`src/rtl/riscv_v_vstore_seq_pkg.sv`:
```
// Shared widths, state encoding and memory-beat payload for the vector store sequencer.
package riscv_v_vstore_seq_pkg;

    localparam int unsigned VLEN       = 128;
    localparam int unsigned MEM_DW     = 32;
    localparam int unsigned BYTE_W     = 8;
    localparam int unsigned NUM_BEATS  = VLEN / MEM_DW;
    localparam int unsigned NUM_BYTES  = VLEN / BYTE_W;
    localparam int unsigned BEAT_BYTES = MEM_DW / BYTE_W;
    localparam int unsigned BEAT_W     = $clog2(NUM_BEATS);
    localparam int unsigned BEAT_IW    = BEAT_W + 1;
    localparam int unsigned REG_AW     = 5;
    localparam int unsigned ADDR_W     = 32;
    localparam int unsigned LEN_W      = 5;

    typedef enum logic [1:0] {
        IDLE,
        SEND,
        DONE
    } vstore_state_t;

    typedef struct packed {
        logic [ADDR_W-1:0]     addr;
        logic [MEM_DW-1:0]     wdata;
        logic [BEAT_BYTES-1:0] wstrb;
    } mem_beat_t;

    // Per-byte enables: length clamped to the register size, optionally gated by v0.
    function automatic logic [NUM_BYTES-1:0] byte_enables(
        input logic [LEN_W-1:0]     num_bytes,
        input logic                 masked,
        input logic [NUM_BYTES-1:0] mask
    );
        logic [LEN_W-1:0]     len;
        logic [NUM_BYTES-1:0] en;
        len = (num_bytes > LEN_W'(NUM_BYTES)) ? LEN_W'(NUM_BYTES) : num_bytes;
        en  = '0;
        for (int i = 0; i < int'(NUM_BYTES); i++) begin
            en[i] = (LEN_W'(i) < len) && (!masked || mask[i]);
        end
        return en;
    endfunction

endpackage

```
`src/rtl/riscv_v_vstore_next_beat.sv`:
```
// Priority finder: lowest beat index >= from_i whose strobe group is nonzero.
module riscv_v_vstore_next_beat
    import riscv_v_vstore_seq_pkg::*;
(
    input  logic [NUM_BYTES-1:0] en_i,
    input  logic [BEAT_IW-1:0]   from_i,
    output logic [BEAT_W-1:0]    beat_o,
    output logic                 found_o
);

    // Scan downward so the lowest qualifying beat wins.
    always_comb begin
        beat_o  = '0;
        found_o = 1'b0;
        for (int b = int'(NUM_BEATS) - 1; b >= 0; b--) begin
            if ((BEAT_IW'(b) >= from_i) && (|en_i[b*int'(BEAT_BYTES) +: BEAT_BYTES])) begin
                beat_o  = BEAT_W'(b);
                found_o = 1'b1;
            end
        end
    end

endmodule

```
`src/rtl/riscv_v_vstore_seq.sv`:
```
// Vector store sequencer: snapshots one vector register plus v0 mask and streams
// the enabled bytes to the memory write port as word beats, skipping empty beats.
module riscv_v_vstore_seq
    import riscv_v_vstore_seq_pkg::*;
(
    input  logic                  clk,
    input  logic                  rst_n,
    input  logic                  req_valid,
    output logic                  req_ready,
    input  logic [REG_AW-1:0]     req_vs,
    input  logic [ADDR_W-1:0]     req_base_addr,
    input  logic [LEN_W-1:0]      req_num_bytes,
    input  logic                  req_masked,
    output logic [REG_AW-1:0]     rf_rd_addr,
    input  logic [VLEN-1:0]       rf_rd_data,
    input  logic [NUM_BYTES-1:0]  rf_mask,
    output logic                  mem_valid,
    input  logic                  mem_ready,
    output logic [ADDR_W-1:0]     mem_addr,
    output logic [MEM_DW-1:0]     mem_wdata,
    output logic [BEAT_BYTES-1:0] mem_wstrb,
    output logic                  done
);

    vstore_state_t        state_q, state_d;
    logic [VLEN-1:0]      buf_q, buf_d;
    logic [NUM_BYTES-1:0] en_q, en_d;
    logic [ADDR_W-1:0]    base_q, base_d;
    logic [BEAT_W-1:0]    beat_q, beat_d;

    mem_beat_t            out_q, out_d;
    logic                 mem_valid_q, mem_valid_d;
    logic                 req_ready_q, req_ready_d;
    logic                 done_q, done_d;

    logic [NUM_BYTES-1:0] en_cap;
    logic [BEAT_W-1:0]    first_beat, next_beat;
    logic                 first_found, next_found;

    assign en_cap     = byte_enables(req_num_bytes, req_masked, rf_mask);
    assign rf_rd_addr = (state_q == IDLE) ? req_vs : '0;

    riscv_v_vstore_next_beat u_first (
        .en_i    (en_cap),
        .from_i  ('0),
        .beat_o  (first_beat),
        .found_o (first_found)
    );

    riscv_v_vstore_next_beat u_next (
        .en_i    (en_q),
        .from_i  (BEAT_IW'(beat_q) + BEAT_IW'(1)),
        .beat_o  (next_beat),
        .found_o (next_found)
    );

    // Next-state logic; output registers are loaded from the next-state view.
    always_comb begin
        state_d     = state_q;
        buf_d       = buf_q;
        en_d        = en_q;
        base_d      = base_q;
        beat_d      = beat_q;
        out_d       = '0;
        mem_valid_d = 1'b0;
        req_ready_d = 1'b0;
        done_d      = 1'b0;

        unique case (state_q)
            IDLE: begin
                if (req_valid) begin
                    buf_d  = rf_rd_data;
                    en_d   = en_cap;
                    base_d = req_base_addr & ~ADDR_W'(BEAT_BYTES - 1);
                    if (first_found) begin
                        state_d = SEND;
                        beat_d  = first_beat;
                    end else begin
                        state_d = DONE;
                    end
                end
            end
            SEND: begin
                if (mem_valid_q && mem_ready) begin
                    if (next_found) begin
                        beat_d = next_beat;
                    end else begin
                        state_d = DONE;
                    end
                end
            end
            DONE: begin
                state_d = IDLE;
            end
            default: begin
                state_d = IDLE;
            end
        endcase

        if (state_d == SEND) begin
            mem_valid_d = 1'b1;
            out_d.addr  = base_d + ADDR_W'(beat_d) * ADDR_W'(BEAT_BYTES);
            out_d.wdata = buf_d[int'(beat_d)*int'(MEM_DW) +: MEM_DW];
            out_d.wstrb = en_d[int'(beat_d)*int'(BEAT_BYTES) +: BEAT_BYTES];
        end
        req_ready_d = (state_d == IDLE);
        done_d      = (state_d == DONE);
    end

    // State and output registers; reset aborts any store in flight.
    always_ff @(posedge clk or negedge rst_n) begin
        if (!rst_n) begin
            state_q     <= IDLE;
            buf_q       <= '0;
            en_q        <= '0;
            base_q      <= '0;
            beat_q      <= '0;
            out_q       <= '0;
            mem_valid_q <= 1'b0;
            req_ready_q <= 1'b1;
            done_q      <= 1'b0;
        end else begin
            state_q     <= state_d;
            buf_q       <= buf_d;
            en_q        <= en_d;
            base_q      <= base_d;
            beat_q      <= beat_d;
            out_q       <= out_d;
            mem_valid_q <= mem_valid_d;
            req_ready_q <= req_ready_d;
            done_q      <= done_d;
        end
    end

    assign req_ready = req_ready_q;
    assign mem_valid = mem_valid_q;
    assign mem_addr  = out_q.addr;
    assign mem_wdata = out_q.wdata;
    assign mem_wstrb = out_q.wstrb;
    assign done      = done_q;

endmodule
```
`config.mk`:
```
export PLATFORM = sky130hd
export DESIGN_NAME = riscv_v_vstore_seq
export DESIGN_NICKNAME = d
export VERILOG_FILES = /design/src/rtl/riscv_v_vstore_seq_pkg.sv /design/src/rtl/riscv_v_vstore_next_beat.sv /design/src/rtl/riscv_v_vstore_seq.sv
export SDC_FILE = /design/constraint.sdc
export NUM_CORES = 1
export LEC_CHECK = 0
export CELL_PAD_IN_SITES_DETAIL_PLACEMENT = 0
export CELL_PAD_IN_SITES_GLOBAL_PLACEMENT = 1
export CORE_MARGIN = 10
export CORE_UTILIZATION = 39
export CTS_BUF_LIST = sky130_fd_sc_hd__clkbuf_4 sky130_fd_sc_hd__clkbuf_8
export CTS_CLUSTER_DIAMETER = 150
export DETAILED_ROUTE_END_ITERATION = 10
export PLACE_DENSITY_LB_ADDON = 0.1
export SYNTH_ARGS = -nofsm -noshare
export SYNTH_HDL_FRONTEND = slang
export SYNTH_SLANG_ARGS = --single-unit
```
`constraint.sdc`:
```
create_clock -name clk -period 5.5 [get_ports clk]
set_input_delay 0.825 -clock clk [delete_from_list [all_inputs] [get_ports clk]]
set_output_delay 0.825 -clock clk [all_outputs]
set_load 0.02 [all_outputs]
```
==> impl_metrics.ini, run 1 <==
[worst_setup_path]
critPathRequiredTime_ns = 5.90
setup.worst_path.end_class = flop
critPathLaunchType = input port
crit_type = input port to flop
regToRegSetupSlack_ns = 1.35
critPathMaxFanout = 10
cp_data_arrival_time_ns = 5.37

[pwr]
clockPowerShare_pct = 19.5
power_frac_comb_pct = 47.6
seq_power_share_pct = 32.9
p_sw_share_pct = 39.9
peakVddDrop_v = 0.000690
power_switching_mw = 3.63
p_leak_nw = 7.06
intPower_mw = 5.47
pwr_density_cell_nw_per_um2 = 600

[sta]
finalCritPeriodShare_pct = 90.3
clock.fmax_mhz = 201
finalCriticalPeriod_ns = 4.96
fin_hold_ws_ns = 0.334
maxSlewHeadroom_pct = 29.0
worst_pin_slew_ns = 1.07
fin_skew_ns = 0.0145
rsz0062_at_grt = false
tns_ns = 0
hold_viol_final = 0
setup_viol = 0
slew_violations = 0

[grt]
grt_max_degree = 118
grt_pass1_vias = 9778
grt_pass1_wl_mm = 54.0
grt_usage_pct = 18.5
antenna_found_initial = 3
grt_overflow_total = 0

[cts]
ctsResizeCount = 0
numCtsBuffers = 46
clock_sinks = 251
cts-root-buf = clkbuf_8
hold_buffers = 0
cts_buffer_depth = 3
clkTransAtPathRegs_ns = 0.06
cts_tree = built
clock_latency_ns = 0.54
cts_setup_buffers = 0
htreeDepth = 2

[die]
die_y_um = 190
initial_core_util_pct = 39.5
num_rows = 62
dieArea_um2 = 36200
fp.dieW_um = 190
ioPinCount = 267
core_area_um2 = 28600

[logic_synthesis]
synth_warnings = 0
synth-compound-area-share_pct = 8.93
synth_edf_count = 0
yosysTopAreaCell = dfrtp_1
synthCells = 1209
synth.distinct_cells = 66
synth_mux_area_share_pct = 2.27
synth-adder-area-share_pct = 0.399
ys_seq_area_share_pct = 55.6
ys_seq_elements = 251
synth_area_um2 = 11300
synthSimpleGateAreaFrac_pct = 26.6
synth.net_count = 1403
synth_xor_area_share_pct = 1.78
postSynth.asyncResetShare_pct = 100
synth_area_per_cell_um2 = 9.34
synth_top_family_by_area = simple AND/OR/NAND/NOR gates
synth_top_area_share_pct = 55.4
yosys_most_used_dff = dfrtp_1
synth.area.top_cells = dfrtp_1 55%, nand2_1 15%, nand3_1 3.9%

[route]
via_per_inst = 5.01
num_vias = 9457
drtIter0Drc = 653
wl_mm = 34.1
ant_nets = 0
wl_per_cell_um = 18.1
route.detailed.drc = 0
dr.pass1.iters = 5

[final_layout]
fin_nets = 1670
drive_gt1_share_pct = 9.59
area_growth_pct = 34.3
n_fill_cell = 2650

[placed_design]
port_buffers = 264
dp_hpwl_mm = 22.5
gp_congestion = 0.847

[job]
drv_cap = 0

[worst_hold_path]
min_path_type = input port to async pin

[run_status]
status = complete, no violations
-- synth_stat cells, drive strengths merged (2+ instances only) --
| library cell | number |
|---|---|
| a211oi | 2 |
| nor4 | 13 |
| dfrtp | 250 |
| mux2i | 20 |
| o211a | 2 |
| or2 | 3 |
| a31oi | 36 |
| clkbuf | 40 |
| nor3b | 2 |
| ha | 2 |
| o31ai | 3 |
| a41oi | 2 |
| and2 | 13 |
| nand3 | 112 |
| mux2 | 5 |
| or3 | 4 |
| xnor2 | 22 |
| buf | 29 |
| nor2 | 36 |
| o2111a | 2 |
| nand2 | 454 |
| nor3 | 12 |
| inv | 30 |
| or4 | 4 |
| o22ai | 4 |
| a32o | 33 |
| nand4 | 4 |
| nand2b | 11 |
| a22o | 3 |
| a21oi | 12 |
| or3b | 3 |
| o21ai | 17 |
| nor2b | 2 |
| o221ai | 2 |
-- metrics by stage --
step / worst slack, ns / cells / utilization (%) / power, mW / instance area (µm²)
2_1_floorplan: 0.879 / 1209 / - / 5.96 / 11300
3_3_place_gp: 0.180 / 1812 / 49.8 / 7.33 / 14300
3_5_place_dp: 0.142 / 1812 / 49.8 / 7.39 / 14300
4_1_cts: 0.649 / 1886 / 53.0 / 9.22 / 15200
5_1_grt: 0.348 / 1887 / 53.0 / 9.82 / 15200
6_report: 0.536 / 1887 / 53.0 / 9.10 / 15200
-- final cells by class --
class,count,area [µm²],share of cell area (%)
clock buffers,73,905,5.96
inverters,31,118,0.775
flip-flops and latches,251,6280,41.4
diodes,1,2.50,0.0165
clock inverters,1,7.51,0.0495
well taps,384,480,3.17
multi-input cells,858,4550,30.0
repair buffers,288,2830,18.6
-- kinds of logic (layout without fill, tap and decap cells) --
| group | after synthesis | in the layout |
|---|---|---|
| buffers and inverters | 100 | 393 |
| adders and majority gates | 3 | 3 |
| other | 0 | 1 |
| and+or+nand+nor | 676 | 676 |
| AOI/OAI and AO/OA | 131 | 131 |
| muxes | 25 | 25 |
| xor gates and xnor gates | 23 | 23 |
| DFF | 251 | 251 |
-- flip-flops by register name, indices dropped and copies added, names as in the netlist --
register,cells
mem_wstrb,4
beat_q,2
buf_q,128
en_q,16
done,1
mem_wdata,32
req_ready,1
state_q,2
mem_addr,32
mem_valid,1
base_q,32
-- path summary, 6_finish.rpt --
check / from / cells after the start / endpoint
hold reg to reg: buf_q[54] / 2 / buf_q[54]
setup reg to reg: beat_q[1] / 14 / mem_addr[18]
min in group clk: buf_q[54] / 2 / buf_q[54]
max in group asynchronous: rst_n / 2 / mem_wdata[10]
hold / removal: rst_n / 1 / mem_wdata[30]
setup / recovery: req_num_bytes[2] / 16 / mem_addr[18]
-- cells in the final DEF (no fill, tap or decap), types with 2 or more instances in the layout --
| master | count |
|---|---|
| a211oi_1 | 2 |
| a21oi_1 | 12 |
| a22o_1 | 3 |
| a31oi_1 | 36 |
| a32o_1 | 33 |
| a41oi_1 | 2 |
| and2_1 | 13 |
| buf_4 | 24 |
| clkbuf_4 | 16 |
| clkbuf_8 | 57 |
| clkdlybuf4s50_1 | 263 |
| dfrtp_1 | 250 |
| ha_1 | 2 |
| inv_1 | 30 |
| mux2_2 | 5 |
| mux2i_1 | 20 |
| nand2_1 | 454 |
| nand2b_1 | 11 |
| nand3_1 | 88 |
| nand3_2 | 24 |
| nand4_1 | 4 |
| nor2_1 | 36 |
| nor2b_1 | 2 |
| nor3_1 | 11 |
| nor4_1 | 12 |
| o2111a_1 | 2 |
| o21ai_0 | 15 |
| o221ai_1 | 2 |
| o22ai_1 | 4 |
| o31ai_1 | 3 |
| or2_2 | 3 |
| or3_1 | 4 |
| or4_1 | 3 |
| xnor2_1 | 22 |
-- power groups by stage --
stage	clock network [mW]	registers [mW]	logic, mW
global placement	0	3.01	4.33
CTS	1.83	3.00	4.39
global route	1.92	3.08	4.82
floorplan	0	3.23	2.73
finish	1.78	2.99	4.33
detailed placement	0	3.02	4.37
-- critical path: stages --
cell             delay [ns]
clkdlybuf4s50_1        0.42
buf_4                  0.17
or3_1                  0.46
a222oi_1               0.47
and2_1                 0.26
a41oi_1                0.15
o211a_4                0.29
clkinv_2               0.05
ha_1                   0.24
inv_1                  0.08
fa_1                   0.41
nor3_1                 0.36
nand3_1                0.42
or4_1                  0.54
xor2_1                 0.14
nor2_1                 0.05
-- per-layer routing --
| metal | share of wire, % | vias up | GRT usage, % |
|---|---|---|---|
| li1 | - | 4594 | - |
| met1 | 45 | 4535 | 24.7 |
| met2 | 46 | 268 | 29.2 |
| met3 | 6.8 | 56 | 5.22 |
| met4 | 1.6 | 4 | 4.69 |
| met5 | 0.097 | - | 0 |
No activity file was read; power rests on OpenSTA's default activity.
==> run 2: changes to the inputs <==
--- a/config.mk
+++ b/config.mk
@@ -12,6 +12,7 @@
 export CTS_BUF_LIST = sky130_fd_sc_hd__clkbuf_4 sky130_fd_sc_hd__clkbuf_8
 export CTS_CLUSTER_DIAMETER = 150
 export DETAILED_ROUTE_END_ITERATION = 10
+export GPL_TIMING_DRIVEN = 0
 export PLACE_DENSITY_LB_ADDON = 0.1
 export SYNTH_ARGS = -nofsm -noshare
 export SYNTH_HDL_FRONTEND = slang
==> impl_metrics.ini, run 2 (synthesis gave the netlist of run 1 again) <==
[grt]
grt_busiest_layer = met2
grt_pass1_wl_mm = 59.8
grt_max_degree = 95
globalRouteMet2Util_pct = 33.3
grt_use_met3_pct = 5.88
grt_pass1_vias = 10200
grt_use_met1_pct = 28.4
antenna_found_initial = 5
grt_usage_pct = 21.1
grt_overflow_total = 0

[placed_design]
dp_hpwl_mm = 28.1
gp_congestion = 0.823
port_buffers = 263
dp.cells = 1858

[job]
drv_cap = 0

[sta]
clock.fmax_mhz = 190
setup_viol = 0
fin_hold_ws_ns = 0.223
hold_viol_final = 0
finalCriticalPeriod_ns = 5.28
worst_pin_slew_ns = 0.928
finalCritPeriodShare_pct = 95.9
slew_violations = 0
tns_ns = 0
maxSlewHeadroom_pct = 37.8
fin_skew_ns = 0.0136

[worst_hold_path]
min_path_type = input port to async pin

[worst_setup_path]
crit_chain = clkdlybuf4s50_1 -> clkbuf_1 -> a2111o_1 -> a222oi_1 -> buf_4 -> and2_1 -> a41oi_1 -> o211a_2 -> clkinv_2 -> buf_12 -> buf_6 -> ha_1 -> inv_1 -> fa_1 -> nor3_2 -> nand3_1 -> clkbuf_2 -> nor4_1 -> xnor2_1 -> nor2_1
critPathLaunchType = input port
crit_buf_inv = 8
cp_data_arrival_time_ns = 5.67
crit_slowest_cell = clkdlybuf4s50_1
crit_type = input port to flop
regToRegSetupSlack_ns = 0.85
cpPeakStageDelay_ns = 0.43
critPathRequiredTime_ns = 5.89
setup.worst_path.end_class = flop
crit_family = buffers and inverters
critPathMaxFanout = 11

[pwr]
p_leak_nw = 7.10
pwr_density_cell_nw_per_um2 = 611
peakVddDrop_v = 0.000259
finalPower_mw = 9.34

[final_layout]
fin_cells = 1926
area_growth_pct = 35.5
drive_gt1_share_pct = 9.73
mostFrequentLayoutCell = nand2_1
fin_nets = 1712
largest_register_ffs = 128
post-route-util_pct = 53.4
mostFrequentLayoutCells = 454 x nand2_1, 262 x clkdlybuf4s50_1, 250 x dfrtp_1, 88 x nand3_1, 46 x clkbuf_8
top_register = buf_q

[cts]
cts-root-buf = clkbuf_8
clock_sinks = 251
hold_buffers = 0
clkTransAtPathRegs_ns = 0.05
cts_buffer_depth = 3
htreeDepth = 2
cts_tree = built
numCtsBuffers = 44
clock_latency_ns = 0.55

[die]
dieArea_um2 = 36200
ioPinCount = 267
die_y_um = 190
initial_core_util_pct = 39.5
core_area_um2 = 28600
fp.dieW_um = 190
num_rows = 62

[route]
num_vias = 9754
via_per_inst = 5.06
drtIter0Drc = 714
wl_per_cell_um = 20.1
dr.pass1.iters = 5
ant_nets = 0
route.detailed.drc = 0
wl_mm = 38.7

[run_status]
status = complete, no violations
run 2: cell count changes in the layout (fill, tap and decap cells not counted), sizes merged:
cell	delta
clkdlybuf4s50	-1
inv	+1
clkbuf	+33
buf	+6
run 2: path summary, 6_finish.rpt:
kind,start,endpoint,cells after the start
worst max-delay path,req_num_bytes[3],mem_addr[26],20
worst min-delay path,rst_n,done,1
worst max register to register,state_q[0],mem_addr[26],17
worst min register to register,buf_q[97],buf_q[97],2
max in group asynchronous,rst_n,buf_q[42],2
min in group clk,buf_q[97],buf_q[97],2
run 2: area by class of cell:
class	instances	area [µm²]
fill	2704	13300
sequential	251	6280
multi-input combinational	858	4540
timing repair buffer	266	2700
clock buffer	67	791
tap	384	480
buffer	66	369
inverter	31	118
clock inverter	2	16.3
antenna	1	2.50
run 2: worst reg2reg max path: stages, from the launching register on:
cell and delay (ns):
dfrtp_1 0.31, buf_2 0.19, or3b_2 0.16, clkbuf_1 0.41, clkbuf_1 0.39, clkbuf_2 0.36, clkbuf_2 0.36, nand2_1 0.10
nand2_1 0.10, ha_1 0.25, inv_1 0.08, fa_1 0.42, nor3_2 0.27, nand3_1 0.23, clkbuf_2 0.27, nor4_1 0.33
xnor2_1 0.19, nor2_1 0.08
run 2: what timing repair did:
item	CTS	global route
gates resized for setup	1	8
setup buffers	0	1
setup endpoints to repair	19	21
pin swaps	0	1
run 2: where the power goes:
part / switching, mW / total, mW / internal [mW] / leakage (nW)
logic: 2.85 / 4.71 / 1.85 / 3.55
clock network: 0.740 / 1.64 / 0.904 / 0.432
registers: 0.272 / 2.99 / 2.72 / 3.13
total: 3.86 / 9.34 / 5.48 / 7.10
run 2: metrics by stage:
stage	setup WS [ns]	area, µm²
floorplan	0.879	11300
global placement	-7.73	14400
detailed placement	-0.884	14500
CTS	0.0376	15300
global route	-0.0227	15300
finish	0.225	15300
run 2: layer usage:
| metal | vias to the layer above | part of all wire, % |
|---|---|---|
| met5 | - | 0.11 |
| met4 | 6 | 1.8 |
| met3 | 57 | 7.8 |
| met2 | 299 | 46 |
| met1 | 4692 | 44 |
| li1 | 4700 | - |
